$ cat src/rtl/cpu_run_controller_if.sv
// Load and dump streams between the host side and the CPU run controller.
// The controller sits on the slave modport; the host/test side uses master.
interface cpu_run_controller_if;
  logic        load_valid;
  logic        load_ready;
  logic [63:0] load_data;
  logic        load_last;
  logic        dump_valid;
  logic        dump_ready;
  logic [63:0] dump_data;

  modport master (
    output load_valid, load_data, load_last, dump_ready,
    input  load_ready, dump_valid, dump_data
  );

  modport slave (
    input  load_valid, load_data, load_last, dump_ready,
    output load_ready, dump_valid, dump_data
  );
endinterface

$ cat src/rtl/cpu_run_controller.sv
// Load/run/dump sequencer owning the CPU top's external memory ports and run control.
// Streams imem then dmem images in, runs the CPU for a fixed budget, then reads dmem back.
module cpu_run_controller #(
  parameter int unsigned IMEM_DEPTH = 128,
  parameter int unsigned DMEM_DEPTH = 128
) (
  input  logic                       clk,
  input  logic                       rst,
  input  logic                       start,
  input  logic [31:0]                run_cycles,
  input  logic [15:0]                dump_count,
  cpu_run_controller_if.slave        bus,
  output logic                       busy,
  output logic                       done,
  output logic                       error,
  output logic                       cpu_rst_n,
  output logic                       cpu_enable,
  output logic [63:0]                addr_ext,
  output logic                       wen_ext,
  output logic                       ren_ext,
  output logic [31:0]                wdata_ext,
  output logic [63:0]                addr_ext_2,
  output logic                       wen_ext_2,
  output logic                       ren_ext_2,
  output logic [63:0]                wdata_ext_2,
  input  logic [63:0]                rdata_ext_2
);

  localparam int unsigned IAW = $clog2(IMEM_DEPTH) + 1;
  localparam int unsigned DAW = $clog2(DMEM_DEPTH) + 1;

  typedef enum logic [2:0] {
    StIdle, StLoadI, StLoadD, StRun, StDumpRd, StDumpWait, StDumpOut, StDone
  } state_e;

  state_e           state_q;
  logic [IAW-1:0]   i_cnt_q;
  logic [DAW-1:0]   d_cnt_q;
  logic [31:0]      run_cnt_q;
  logic [15:0]      dump_n_q;
  logic             dump_valid_q;
  logic [63:0]      dump_data_q;

  logic [IAW-1:0]   i_nxt;
  logic [DAW-1:0]   d_nxt;
  logic [15:0]      dump_clamp;
  logic             more_dump;

  assign i_nxt      = i_cnt_q + IAW'(1);
  assign d_nxt      = d_cnt_q + DAW'(1);
  assign dump_clamp = (32'(dump_count) > DMEM_DEPTH) ? 16'(DMEM_DEPTH) : dump_count;
  assign more_dump  = 16'(d_nxt) < dump_n_q;

  // Only unregistered output: ready depends on state alone.
  assign bus.load_ready = (state_q == StLoadI) || (state_q == StLoadD);
  assign bus.dump_valid = dump_valid_q;
  assign bus.dump_data  = dump_data_q;
  assign ren_ext        = 1'b0;

  always_ff @(posedge clk) begin
    if (rst) begin
      state_q      <= StIdle;
      i_cnt_q      <= '0;
      d_cnt_q      <= '0;
      run_cnt_q    <= '0;
      dump_n_q     <= '0;
      dump_valid_q <= 1'b0;
      dump_data_q  <= '0;
      busy         <= 1'b0;
      done         <= 1'b0;
      error        <= 1'b0;
      cpu_rst_n    <= 1'b0;
      cpu_enable   <= 1'b0;
      addr_ext     <= '0;
      wen_ext      <= 1'b0;
      wdata_ext    <= '0;
      addr_ext_2   <= '0;
      wen_ext_2    <= 1'b0;
      ren_ext_2    <= 1'b0;
      wdata_ext_2  <= '0;
    end else begin
      wen_ext   <= 1'b0;
      wen_ext_2 <= 1'b0;
      ren_ext_2 <= 1'b0;
      unique case (state_q)
        StIdle, StDone: begin
          if (start) begin
            state_q    <= StLoadI;
            run_cnt_q  <= run_cycles;
            dump_n_q   <= dump_clamp;
            i_cnt_q    <= '0;
            d_cnt_q    <= '0;
            error      <= 1'b0;
            cpu_rst_n  <= 1'b0;
            cpu_enable <= 1'b0;
            busy       <= 1'b1;
            done       <= 1'b0;
          end
        end
        StLoadI: begin
          if (bus.load_valid) begin
            wen_ext   <= 1'b1;
            addr_ext  <= 64'(i_cnt_q) << 2;
            wdata_ext <= bus.load_data[31:0];
            i_cnt_q   <= i_nxt;
            if (bus.load_last) begin
              state_q <= StLoadD;
            end else if (i_cnt_q == IAW'(IMEM_DEPTH - 1)) begin
              error   <= 1'b1;
              state_q <= StDone;
              busy    <= 1'b0;
              done    <= 1'b1;
            end
          end
        end
        StLoadD: begin
          if (bus.load_valid) begin
            wen_ext_2   <= 1'b1;
            addr_ext_2  <= 64'(d_cnt_q) << 3;
            wdata_ext_2 <= bus.load_data;
            if (bus.load_last) begin
              // Word counter is reused as the dump index from here on.
              d_cnt_q   <= '0;
              state_q   <= StRun;
              cpu_rst_n <= 1'b1;
            end else begin
              d_cnt_q <= d_nxt;
              if (d_cnt_q == DAW'(DMEM_DEPTH - 1)) begin
                error   <= 1'b1;
                state_q <= StDone;
                busy    <= 1'b0;
                done    <= 1'b1;
              end
            end
          end
        end
        StRun: begin
          if (run_cnt_q != '0) begin
            cpu_enable <= 1'b1;
            run_cnt_q  <= run_cnt_q - 32'd1;
          end else begin
            cpu_enable <= 1'b0;
            if (dump_n_q == '0) begin
              state_q <= StDone;
              busy    <= 1'b0;
              done    <= 1'b1;
            end else begin
              state_q    <= StDumpRd;
              ren_ext_2  <= 1'b1;
              addr_ext_2 <= '0;
            end
          end
        end
        StDumpRd: begin
          state_q <= StDumpWait;
        end
        StDumpWait: begin
          dump_data_q  <= rdata_ext_2;
          dump_valid_q <= 1'b1;
          state_q      <= StDumpOut;
        end
        StDumpOut: begin
          if (bus.dump_ready) begin
            dump_valid_q <= 1'b0;
            d_cnt_q      <= d_nxt;
            if (more_dump) begin
              state_q    <= StDumpRd;
              ren_ext_2  <= 1'b1;
              addr_ext_2 <= 64'(d_nxt) << 3;
            end else begin
              state_q <= StDone;
              busy    <= 1'b0;
              done    <= 1'b1;
            end
          end
        end
      endcase
    end
  end

endmodule

$ cat src/flat_wrapper.sv
// flat-port wrapper written by rule: the top's interface ports become plain ports
module cpu_run_controller_flat 
#(
  parameter int unsigned IMEM_DEPTH = 128,
  parameter int unsigned DMEM_DEPTH = 128
)
  (clk, rst, start, run_cycles, dump_count, busy, done, error, cpu_rst_n, cpu_enable, addr_ext, wen_ext, ren_ext, wdata_ext, addr_ext_2, wen_ext_2, ren_ext_2, wdata_ext_2, rdata_ext_2, bus_load_valid, bus_load_data, bus_load_last, bus_dump_ready, bus_load_ready, bus_dump_valid, bus_dump_data);
  cpu_run_controller_if bus_i ();
  input  logic clk;
  input  logic rst;
  input  logic start;
  input  logic [31:0] run_cycles;
  input  logic [15:0] dump_count;
  output logic busy;
  output logic done;
  output logic error;
  output logic cpu_rst_n;
  output logic cpu_enable;
  output logic [63:0] addr_ext;
  output logic wen_ext;
  output logic ren_ext;
  output logic [31:0] wdata_ext;
  output logic [63:0] addr_ext_2;
  output logic wen_ext_2;
  output logic ren_ext_2;
  output logic [63:0] wdata_ext_2;
  input  logic [63:0] rdata_ext_2;
  input wire logic [$bits(bus_i.load_valid)-1:0] bus_load_valid;
  input wire logic [$bits(bus_i.load_data)-1:0] bus_load_data;
  input wire logic [$bits(bus_i.load_last)-1:0] bus_load_last;
  input wire logic [$bits(bus_i.dump_ready)-1:0] bus_dump_ready;
  output wire logic [$bits(bus_i.load_ready)-1:0] bus_load_ready;
  output wire logic [$bits(bus_i.dump_valid)-1:0] bus_dump_valid;
  output wire logic [$bits(bus_i.dump_data)-1:0] bus_dump_data;
  assign bus_i.load_valid = bus_load_valid;
  assign bus_i.load_data = bus_load_data;
  assign bus_i.load_last = bus_load_last;
  assign bus_i.dump_ready = bus_dump_ready;
  assign bus_load_ready = bus_i.load_ready;
  assign bus_dump_valid = bus_i.dump_valid;
  assign bus_dump_data = bus_i.dump_data;
  cpu_run_controller #(.IMEM_DEPTH(IMEM_DEPTH), .DMEM_DEPTH(DMEM_DEPTH)) u_core (.clk(clk), .rst(rst), .start(start), .run_cycles(run_cycles), .dump_count(dump_count), .bus(bus_i), .busy(busy), .done(done), .error(error), .cpu_rst_n(cpu_rst_n), .cpu_enable(cpu_enable), .addr_ext(addr_ext), .wen_ext(wen_ext), .ren_ext(ren_ext), .wdata_ext(wdata_ext), .addr_ext_2(addr_ext_2), .wen_ext_2(wen_ext_2), .ren_ext_2(ren_ext_2), .wdata_ext_2(wdata_ext_2), .rdata_ext_2(rdata_ext_2));
endmodule
$ cat config.mk
export PLATFORM = sky130hd
export DESIGN_NAME = cpu_run_controller_flat
export DESIGN_NICKNAME = d
export VERILOG_FILES = /design/src/rtl/cpu_run_controller_if.sv /design/src/rtl/cpu_run_controller.sv /design/src/flat_wrapper.sv
export SDC_FILE = /design/constraint.sdc
export NUM_CORES = 1
export LEC_CHECK = 0
export BUFFER_PORTS_ARGS = -buffer_cell sky130_fd_sc_hd__buf_4
export CORE_ASPECT_RATIO = 0.9
export CORE_MARGIN = 4
export CORE_UTILIZATION = 35
export CTS_CLUSTER_DIAMETER = 150
export CTS_CLUSTER_SIZE = 8
export DETAILED_ROUTE_END_ITERATION = 10
export GPL_ROUTABILITY_DRIVEN = 0
export PLACE_DENSITY = 0.75
export SETUP_SLACK_MARGIN = 0.15
export SYNTH_ARGS = -nofsm -noshare
export SYNTH_HDL_FRONTEND = slang
export SYNTH_SLANG_ARGS = --single-unit
$ cat constraint.sdc
create_clock -name clk -period 2.6 [get_ports clk]
set_input_delay 0.52 -clock clk [delete_from_list [all_inputs] [get_ports clk]]
set_output_delay 0.52 -clock clk [all_outputs]
set_load 0.01 [all_outputs]
Word level (Yosys, flattened, before mapping)
Cells that the tools add are included.
{"block": "word_totals", "ff_bits": 308, "latch_bits": 0, "ram_bits": 0, "mem_bits_ro": 0, "output_inout_bits": 299, "n_memories": 0}
{"block": "op_classes", "addsub": 3, "mul": 0, "div_mod_pow": 0, "n_lt_le_gt_ge": 2, "eq_ne": 26, "shift": 0, "mux": 67, "bitwise_logic": 2, "reduce_logical": 28}
{"cell": "64-bit 2-to-1 mux", "count": 5}
{"cell": "64-bit one-hot mux with 3 select lines", "count": 1}
{"cell": "32-bit 2-to-1 mux", "count": 2}
{"cell": "32-bit one-hot mux with 2 select lines", "count": 1}
{"cell": "8-bit 2-to-1 mux", "count": 5}
{"cell": "32-bit nonzero test", "count": 1}
{"cell": "32-bit by 1-bit subtractor with 32-bit output, second input constant", "count": 1}
{"cell": "1-bit 2-to-1 mux", "count": 31}
{"cell": "3-bit 2-to-1 mux", "count": 9}
{"cell": "2-bit inequality test, second input constant", "count": 12}
{"cell": "8-bit one-hot mux with 3 select lines", "count": 1}
{"cell": "3-bit one-hot mux with 7 select lines", "count": 1}
{"cell": "8-bit by 1-bit adder with 8-bit output, second input constant", "count": 2}
{"cell": "8-bit by 7-bit == test with 1-bit output, second input constant", "count": 2}
{"cell": "16-bit by 8-bit greater-than comparator with 1-bit output, second input constant", "count": 1}
{"cell": "16-bit logical NOT", "count": 1}
{"cell": "8-bit by 16-bit < comparator with 1-bit output", "count": 1}
{"cell": "16-bit 2-to-1 mux", "count": 1}
{"cell": "8-bit one-hot mux with 2 select lines", "count": 1}
{"cell": "3-bit == test, second input constant", "count": 4}
{"cell": "12-bit AND reduction", "count": 1}
{"cell": "1-bit one-hot mux with 5 select lines", "count": 2}
{"cell": "2-bit AND reduction", "count": 5}
{"cell": "3-bit nonzero test", "count": 3}
{"cell": "18 further kinds", "count": 34}

Longest topological paths before layout
Gate-level depths: netlist of run 1.
{"block": "depth", "depth_word": 5, "mapped_depth": 11, "mapped_depth_nobuf": 10}

Least setup slack after synthesis of run 1
No wires, ideal clock.
{"block": "synth_path", "path_kind": "reg2reg", "startpoint": "register u_core.d_cnt_q[2]", "endpoint": "register u_core.addr_ext_2[10]", "setup_ns": 0.070, "t_arrival_ns": 2.643, "path_slack_ns": -0.113, "stages_incl_launch_ff": 12, "path_buffers": 1, "period_less_slack_ns": 2.713, "cell_sequence": "dfxtp_1 -> clkbuf_1 -> and3_1 -> nand4_1 -> xnor2_1 -> ha_1 -> a21oi_1 -> o21ai_0 -> o211ai_1 -> nand3_4 -> or3_1 -> a21oi_1"}
{"block": "synth_between", "elab_chain_len": 4, "elab_cells_between_ends": 7}
{"element": "from (decl)", "line_no": "cpu_run_controller.sv:38", "rtl": "logic [DAW-1:0] d_cnt_q;"}
{"element": "from (signal assigned)", "line_no": "cpu_run_controller.sv:127", "rtl": "d_cnt_q <= d_nxt;"}
{"element": "from (signal assigned)", "line_no": "cpu_run_controller.sv:165", "rtl": "d_cnt_q <= d_nxt;"}
{"element": "8-bit by 1-bit adder with 8-bit output *", "line_no": "cpu_run_controller.sv:50", "rtl": "assign d_nxt = d_cnt_q + DAW'(1);"}
{"element": "8-bit by 16-bit < comparator with 1-bit output / 64-bit 2-to-1 mux (equally long branches)", "line_no": "cpu_run_controller.sv:52, cpu_run_controller.sv:166"}
{"element": "2-bit by 1-bit inequality test with 1-bit output (no source line) / 64-bit 2-to-1 mux (equally long branches)"}
{"element": "6-bit AND reduction (no source line) / 64-bit one-hot mux with 3 select lines (equally long branches)"}
{"element": "to (signal assigned)", "line_no": "cpu_run_controller.sv:119", "rtl": "addr_ext_2 <= 64'(d_cnt_q) << 3;"}
{"element": "to (signal assigned)", "line_no": "cpu_run_controller.sv:169", "rtl": "addr_ext_2 <= 64'(d_nxt) << 3;"}
{"element": "to (decl)", "line_no": "cpu_run_controller.sv:22", "rtl": "output logic [63:0] addr_ext_2,"}
Every way passes the cells marked *; elsewhere a longest branch is shown, timed or not. The select of a mux whose other input is x is not followed.
A chain may end at the register's enable or synchronous reset.

Worst setup path after layout of run 1
{"block": "layout_path", "startpoint": "register u_core.d_cnt_q[4]", "endpoint": "register u_core.addr_ext_2[6]"}
{"block": "layout_between", "elab_chain_len": 4}
{"element": "8-bit by 1-bit adder with 8-bit output", "line_no": "cpu_run_controller.sv:50"}
{"element": "8-bit by 16-bit < comparator with 1-bit output", "line_no": "cpu_run_controller.sv:52", "rtl": "assign more_dump = 16'(d_nxt) < dump_n_q;"}
{"element": "2-bit by 1-bit inequality test with 1-bit output (no source line)"}
{"element": "6-bit AND reduction (no source line)"}
Every way passes these cells.

==> flow_metrics.env, run 1 <==
export IMPL_chipHeight_um=178
export IMPL_clockBufferDepth=3
export IMPL_grt_antenna_before_repair=0
export IMPL_drive_gt1_share_pct=28.4
export IMPL_slew_headroom_pct=18.8
export IMPL_hold_violations=0
export IMPL_worstSetupEndpointType="register"
export IMPL_die_w_um=197
export IMPL_yosysWarnings=0
export IMPL_final_net_count=2033
export IMPL_drv_slew=0
export IMPL_start_kind="register"
export IMPL_root_buffer="clkbuf_16"
export IMPL_criticalPathCategory="register to register"
export IMPL_ys_flop_type="dfxtp_1"
export IMPL_maxCapViolations=0
export IMPL_port_buffers=367
export IMPL_ys_ff_latch=252
export IMPL_worstMarginPinSlew_ns=1.22
export IMPL_grt_total_usage_pct=18.5
export IMPL_num_antenna_cells=0
export IMPL_cts_tree="built"
export IMPL_cts_sinks=252
export IMPL_skew_ns=0.0120
export IMPL_top_layer="met4"
export IMPL_fmax_mhz=395
export IMPL_hpwlAfterDp_um=25600
export IMPL_p_total_mw=13.3
export IMPL_finalSetupViolations=0
export IMPL_period_minus_slack_ns=2.53
export IMPL_hp_class="primary input to register"
export IMPL_design_area_um2=15600
export IMPL_cp_max_fo=5
export IMPL_dieArea_um2=35100
export IMPL_cts_buffers=37
export IMPL_synth_area_per_cell_um2=7.69
export IMPL_wl_met3_um=3630
export IMPL_ys_types=63
export IMPL_synth_cells=1463
export IMPL_ys_seq_area_share_pct=44.8
export IMPL_antenna_left=0
export IMPL_routed_wl_um=35900
export IMPL_place_area_um2=14300
export IMPL_firstDrtPassIters=6
export IMPL_clk_latency_ns=0.51
export IMPL_vias=11246
export IMPL_rsz0062_at_grt="yes"
export IMPL_vdd_drop_max_uv=525
export IMPL_drc=0
export IMPL_finish_utilization_pct=48.9
export IMPL_std_cell_rows=62
export IMPL_drtIter0Drc=793
export IMPL_clkTransAtPathRegs_ns=0.05
export IMPL_htreeDepth=2
export IMPL_dpl_cell_count=2209
export IMPL_leakagePower_nw=6.54
export IMPL_final_cell_mix="buf_4 (421), nand2_1 (409), dfxtp_1 (245)"
export IMPL_netlist_area_um2=11300
export IMPL_period_share_pct=97.3
export IMPL_met2_wirelength_um=17300
export IMPL_vias_per_cell=4.98
export IMPL_coreArea_um2=31800
export IMPL_fin_setup_tns_ns=0
export IMPL_globalRoute_totalOverflow=0
export IMPL_final_common_cell="buf_4"
export IMPL_area_growth_pct=38.2
export IMPL_synth_edf_count=0
export IMPL_m1WireLength_um=14000
export IMPL_crit_required_ns=2.97
export IMPL_grt_pass1_vias=10589
export IMPL_async_reset_ff_share_pct=0
export IMPL_initial_core_util_pct=35.4
export IMPL_grt_max_degree=121
export IMPL_power_density_nw_per_um2=853
export IMPL_wl_per_cell_um=15.9
export IMPL_grt_pass1_wl_um=54000
export IMPL_status="finished, final reports clean"
export IMPL_ioPinCount=481
export IMPL_final_cell_count_no_fill=2259
export IMPL_arrival_ns=2.90
## final cells by class
type / count / area, µm²
timing repair buffer: 433 / 3380
tap: 416 / 520
multi-input combinational: 1100 / 5540
fill: 2981 / 16300
clock buffer: 37 / 926
clock inverter: 4 / 71.3
sequential: 252 / 5060
inverter: 17 / 63.8
## sequential cells by signal, indices dropped and copies added, names as in the netlist, 3 cells and up
register and flops:
u_core.addr_ext 8, u_core.addr_ext_2 8, u_core.bus.dump_data 64, u_core.d_cnt_q 8, u_core.dump_n_q 16, u_core.i_cnt_q 8, u_core.run_cnt_q 32, u_core.state_q 3
u_core.wdata_ext 32, u_core.wdata_ext_2 64
## synth_stat cells (6+ instances only)
master,count,area share [%]
clkbuf_1,74,2.5
nand2_1,411,14
nand4_1,11,0.61
inv_1,17,0.57
buf_4,114,7.6
buf_1,15,0.50
o22ai_1,8,0.44
mux2i_1,6,0.53
a22oi_1,9,0.60
a31oi_1,10,0.56
and2_1,12,0.67
o31ai_1,12,0.80
nand2b_1,10,0.56
or3_1,17,0.95
dfxtp_1,252,45
nand3_1,14,0.62
nor2_1,63,2.1
nor3_1,22,0.98
ha_1,10,1.1
nor4_1,13,0.72
o21a_1,6,0.40
o21ai_0,39,1.7
a21oi_1,233,10
## where the power goes
group / switching [mW] / internal, mW
Combinational: 2.52 / 1.84
Clock: 1.66 / 2.61
Sequential: 0.350 / 4.29
Total: 4.52 / 8.74
## critical path, stage by stage (launching register included)
cell and delay, ns:
dfxtp_2 0.32, and3_4 0.21, nand4_1 0.16, xnor2_1 0.18
ha_1 0.34, nand4_1 0.11, a221oi_2 0.23, o211ai_1 0.14
buf_4 0.18, buf_4 0.12, buf_4 0.14, a31oi_1 0.17
nor3_1 0.07
## final timing paths
kind	from	end	slack [ns]	depth (start not counted)
worst min-delay path	dump_count[3]	u_core.dump_n_q[3]$_SDFFE_PP0P_	0.23	3
worst max register to register	u_core.d_cnt_q[4]$_SDFFE_PP0P_	u_core.addr_ext_2[6]$_SDFFE_PP0P_	0.07	12
worst max-delay path	u_core.d_cnt_q[4]$_SDFFE_PP0P_	u_core.addr_ext_2[6]$_SDFFE_PP0P_	0.07	12
worst min register to register	u_core.wdata_ext_2[50]$_SDFFE_PP0P_	u_core.wdata_ext_2[50]$_SDFFE_PP0P_	0.45	2
## routing by layer
metal  track usage, %  up-vias
met4             6.35        0
met3             6.25       85
met2             30.9      498
met1             22.3     5184
li1                 -     5479
met5                0        -
## kinds of logic (layout without fill, tap and decap cells)
logic type	after synthesis	count (layout)	share of synthesized area [%]
AOI/OAI and AO/OA	365	365	18.8
adders and majority gates	10	10	1.11
other	1	113	0.0333
DFF	252	252	44.8
buffers and inverters	223	491	11.3
muxes	6	6	0.534
xor gates and xnor gates	8	8	0.623
and+or+nand+nor	598	598	22.8
## metrics by stage
| step | hold WS (ns) | setup slack (ns) |
|---|---|---|
| final | 0.226 | 0.0691 |
| after global routing | 0.217 | -0.0355 |
| after CTS | 0.200 | 0.128 |
| after detailed placement | 0.444 | -0.0894 |
| after global placement | 0.442 | 0.0559 |
| after floorplan | 0.430 | 0.0870 |
## repair_timing
item,CTS,global route
setup buffers,5,2
hold buffers,0,0
endpoints found under the setup margin,39,42
pin swaps,6,16
gates resized for setup,15,29
hold endpoints to repair,0,0
gates cloned,0,2
No activity file was read; power rests on OpenSTA's default activity.
==> run 2: changes to the inputs <==
Settings changed: CORE_ASPECT_RATIO 0.9 to not set.
==> run 2 against run 1 <==
Worst hold slack better by 0.0025 ns. Critical path depth down 5. Clock power up 2%. Wire length down 0.87%. Sequential power about the same. Critical path type unchanged. Largest cell class unchanged. Highest routed layer unchanged.
==> flow_metrics.env, run 2 (synthesis results as in run 1) <==
export IMPL_status="finished, final reports clean"
export IMPL_criticalPathCategory="register to register"
export IMPL_die_w_um=187
export IMPL_final_cell_mix="buf_4 (418), nand2_1 (410), dfxtp_1 (246)"
export IMPL_htreeDepth=2
export IMPL_drv_slew=0
export IMPL_cp_depth=7
export IMPL_coreArea_um2=31600
export IMPL_grt_max_degree=121
export IMPL_maxCapViolations=0
export IMPL_clkTransAtPathRegs_ns=0.05
export IMPL_hp_class="primary input to register"
export IMPL_grt_pass1_wl_um=55000
export IMPL_root_buffer="clkbuf_16"
export IMPL_globalRoute_totalOverflow=0
export IMPL_std_cell_rows=65
export IMPL_drive_gt1_share_pct=27.6
export IMPL_final_common_cell="buf_4"
export IMPL_r2r_end="u_core.addr_ext_2[10]$_SDFFE_PP0P_"
export IMPL_initial_core_util_pct=35.6
export IMPL_grt_pass1_vias=10596
export IMPL_skew_ns=0.0107
export IMPL_clk_latency_ns=0.50
export IMPL_routed_wl_um=35600
export IMPL_port_buffers=367
export IMPL_worstSetupEndpointType="register"
export IMPL_fmax_mhz=403
export IMPL_wl_per_cell_um=15.9
export IMPL_finalSetupViolations=0
export IMPL_area_growth_pct=36.6
export IMPL_start_kind="register"
export IMPL_vdd_drop_max_uv=637
export IMPL_worstReg2RegStart="u_core.run_cnt_q[18]$_SDFFE_PP0P_"
export IMPL_grt_total_usage_pct=18.6
export IMPL_firstDrtPassIters=5
export IMPL_dieArea_um2=35100
export IMPL_hold_violations=0
export IMPL_p_total_mw=13.1
export IMPL_vias_per_cell=5.03
export IMPL_rsz0062_at_grt="yes"
export IMPL_cpMaxStageDelayCell="or4_4"
export IMPL_slew_headroom_pct=51.5
export IMPL_hold_buffers=0
export IMPL_num_antenna_cells=0
export IMPL_arrival_ns=2.91
export IMPL_vias=11267
export IMPL_r2r_slack_ns=0.12
export IMPL_critPathBufInv=1
export IMPL_cp_common_cell="or4_4"
export IMPL_period_share_pct=95.4
export IMPL_power_density_nw_per_um2=849
export IMPL_cts_buffers=37
export IMPL_antenna_left=0
export IMPL_finish_utilization_pct=48.6
export IMPL_crit_family="simple AND/OR/NAND/NOR gates"
export IMPL_ioPinCount=481
export IMPL_final_cell_count_no_fill=2238
export IMPL_rr_worst_depth=7
export IMPL_chipHeight_um=187
export IMPL_crit_required_ns=3.03
export IMPL_leakagePower_nw=6.48
export IMPL_worstMarginPinSlew_ns=0.727
export IMPL_startpoint="u_core.run_cnt_q[18]$_SDFFE_PP0P_"
export IMPL_drtIter0Drc=770
export IMPL_nFillCells=3055
export IMPL_cts_tree="built"
export IMPL_final_net_count=2026
export IMPL_hpwlAfterDp_um=25500
export IMPL_cp_endpoint="u_core.addr_ext_2[10]$_SDFFE_PP0P_"
export IMPL_cts_sinks=252
export IMPL_cp_max_fo=4
export IMPL_period_minus_slack_ns=2.48
export IMPL_dpl_cell_count=2191
export IMPL_worst_path_largest_cell_delay_ns=0.55
export IMPL_worstPathCellList="or4_4 -> or4_4 -> o31ai_4 -> buf_6 -> nand3_4 -> or3_1 -> a21oi_1"
export IMPL_drc=0
export IMPL_clockBufferDepth=3
export IMPL_fin_setup_tns_ns=0
export IMPL_grt_antenna_before_repair=0
==> run 2: cell types whose count changed in the layout (fill, tap and decap cells not counted), moves of 2 or more <==
cell	before	now
o21ai_2	2	0
clkinv_8	2	0
buf_4	421	418
dfxtp_4	2	0
==> run 2: worst register-to-register path, cell delays in order, from the launching register on <==
cell and delay [ns]:
dfxtp_1 0.31, or4_4 0.55, or4_4 0.55, o31ai_4 0.26, buf_6 0.16, nand3_4 0.10, or3_1 0.37, a21oi_1 0.12
==> run 2: per-layer routing <==
layer  vias to the layer above  wire length [µm]  GRT usage (%)
li1                       5456                 -              -
met1                      5159             13900           22.2
met2                       550             17300           32.1
met3                       102              3150           4.98
met4                         0              1260           6.83
met5                         -                 0              0
==> run 2: worst min-delay path by stage <==
stage | start | to | depth (start not counted)
final | dump_count[1] | u_core.dump_n_q[1]$_SDFFE_PP0P_ | 3
after global routing | dump_count[0] | u_core.dump_n_q[0]$_SDFFE_PP0P_ | 2
after CTS | dump_count[1] | u_core.dump_n_q[1]$_SDFFE_PP0P_ | 3
after detailed placement | u_core.wdata_ext_2[31]$_SDFFE_PP0P_ | u_core.wdata_ext_2[31]$_SDFFE_PP0P_ | 2
after global placement | u_core.wdata_ext_2[26]$_SDFFE_PP0P_ | u_core.wdata_ext_2[26]$_SDFFE_PP0P_ | 2
after floorplan | u_core.dump_n_q[11]$_SDFFE_PP0P_ | u_core.dump_n_q[11]$_SDFFE_PP0P_ | 1
==> run 2: stage by stage <==
step / hold slack [ns] / setup WS [ns] / area (µm²)
detailed placement: 0.447 / 0.0330 / 14200
floorplan: 0.430 / 0.0870 / 11700
finish: 0.228 / 0.121 / 15400
global route: 0.240 / 0.0181 / 15400
global placement: 0.442 / 0.127 / 14200
CTS: 0.212 / 0.123 / 15300
==> run 2: what timing repair did <==
action	CTS	global route
setup buffers	2	4
setup endpoints to repair	29	28
resized for setup	8	14
pin swaps	2	9
==> run 2: layout make-up <==
cell class              instances  area [µm²]  area share [%]
clock buffers                  39         976            6.35
clock inverters                 2        38.8           0.252
inverters                      17        63.8           0.415
multi-input cells            1100        5470            35.6
flip-flops and latches        252        5050            32.9
well taps                     402         503            3.27
repair buffers                426        3270            21.3
==> run 2: report_power, final <==
| group | switching, mW | internal (mW) | total, mW |
|---|---|---|---|
| Clock | 1.63 | 2.72 | 4.35 |
| Combinational | 2.45 | 1.65 | 4.10 |
| Sequential | 0.315 | 4.29 | 4.61 |
| Total | 4.39 | 8.66 | 13.1 |
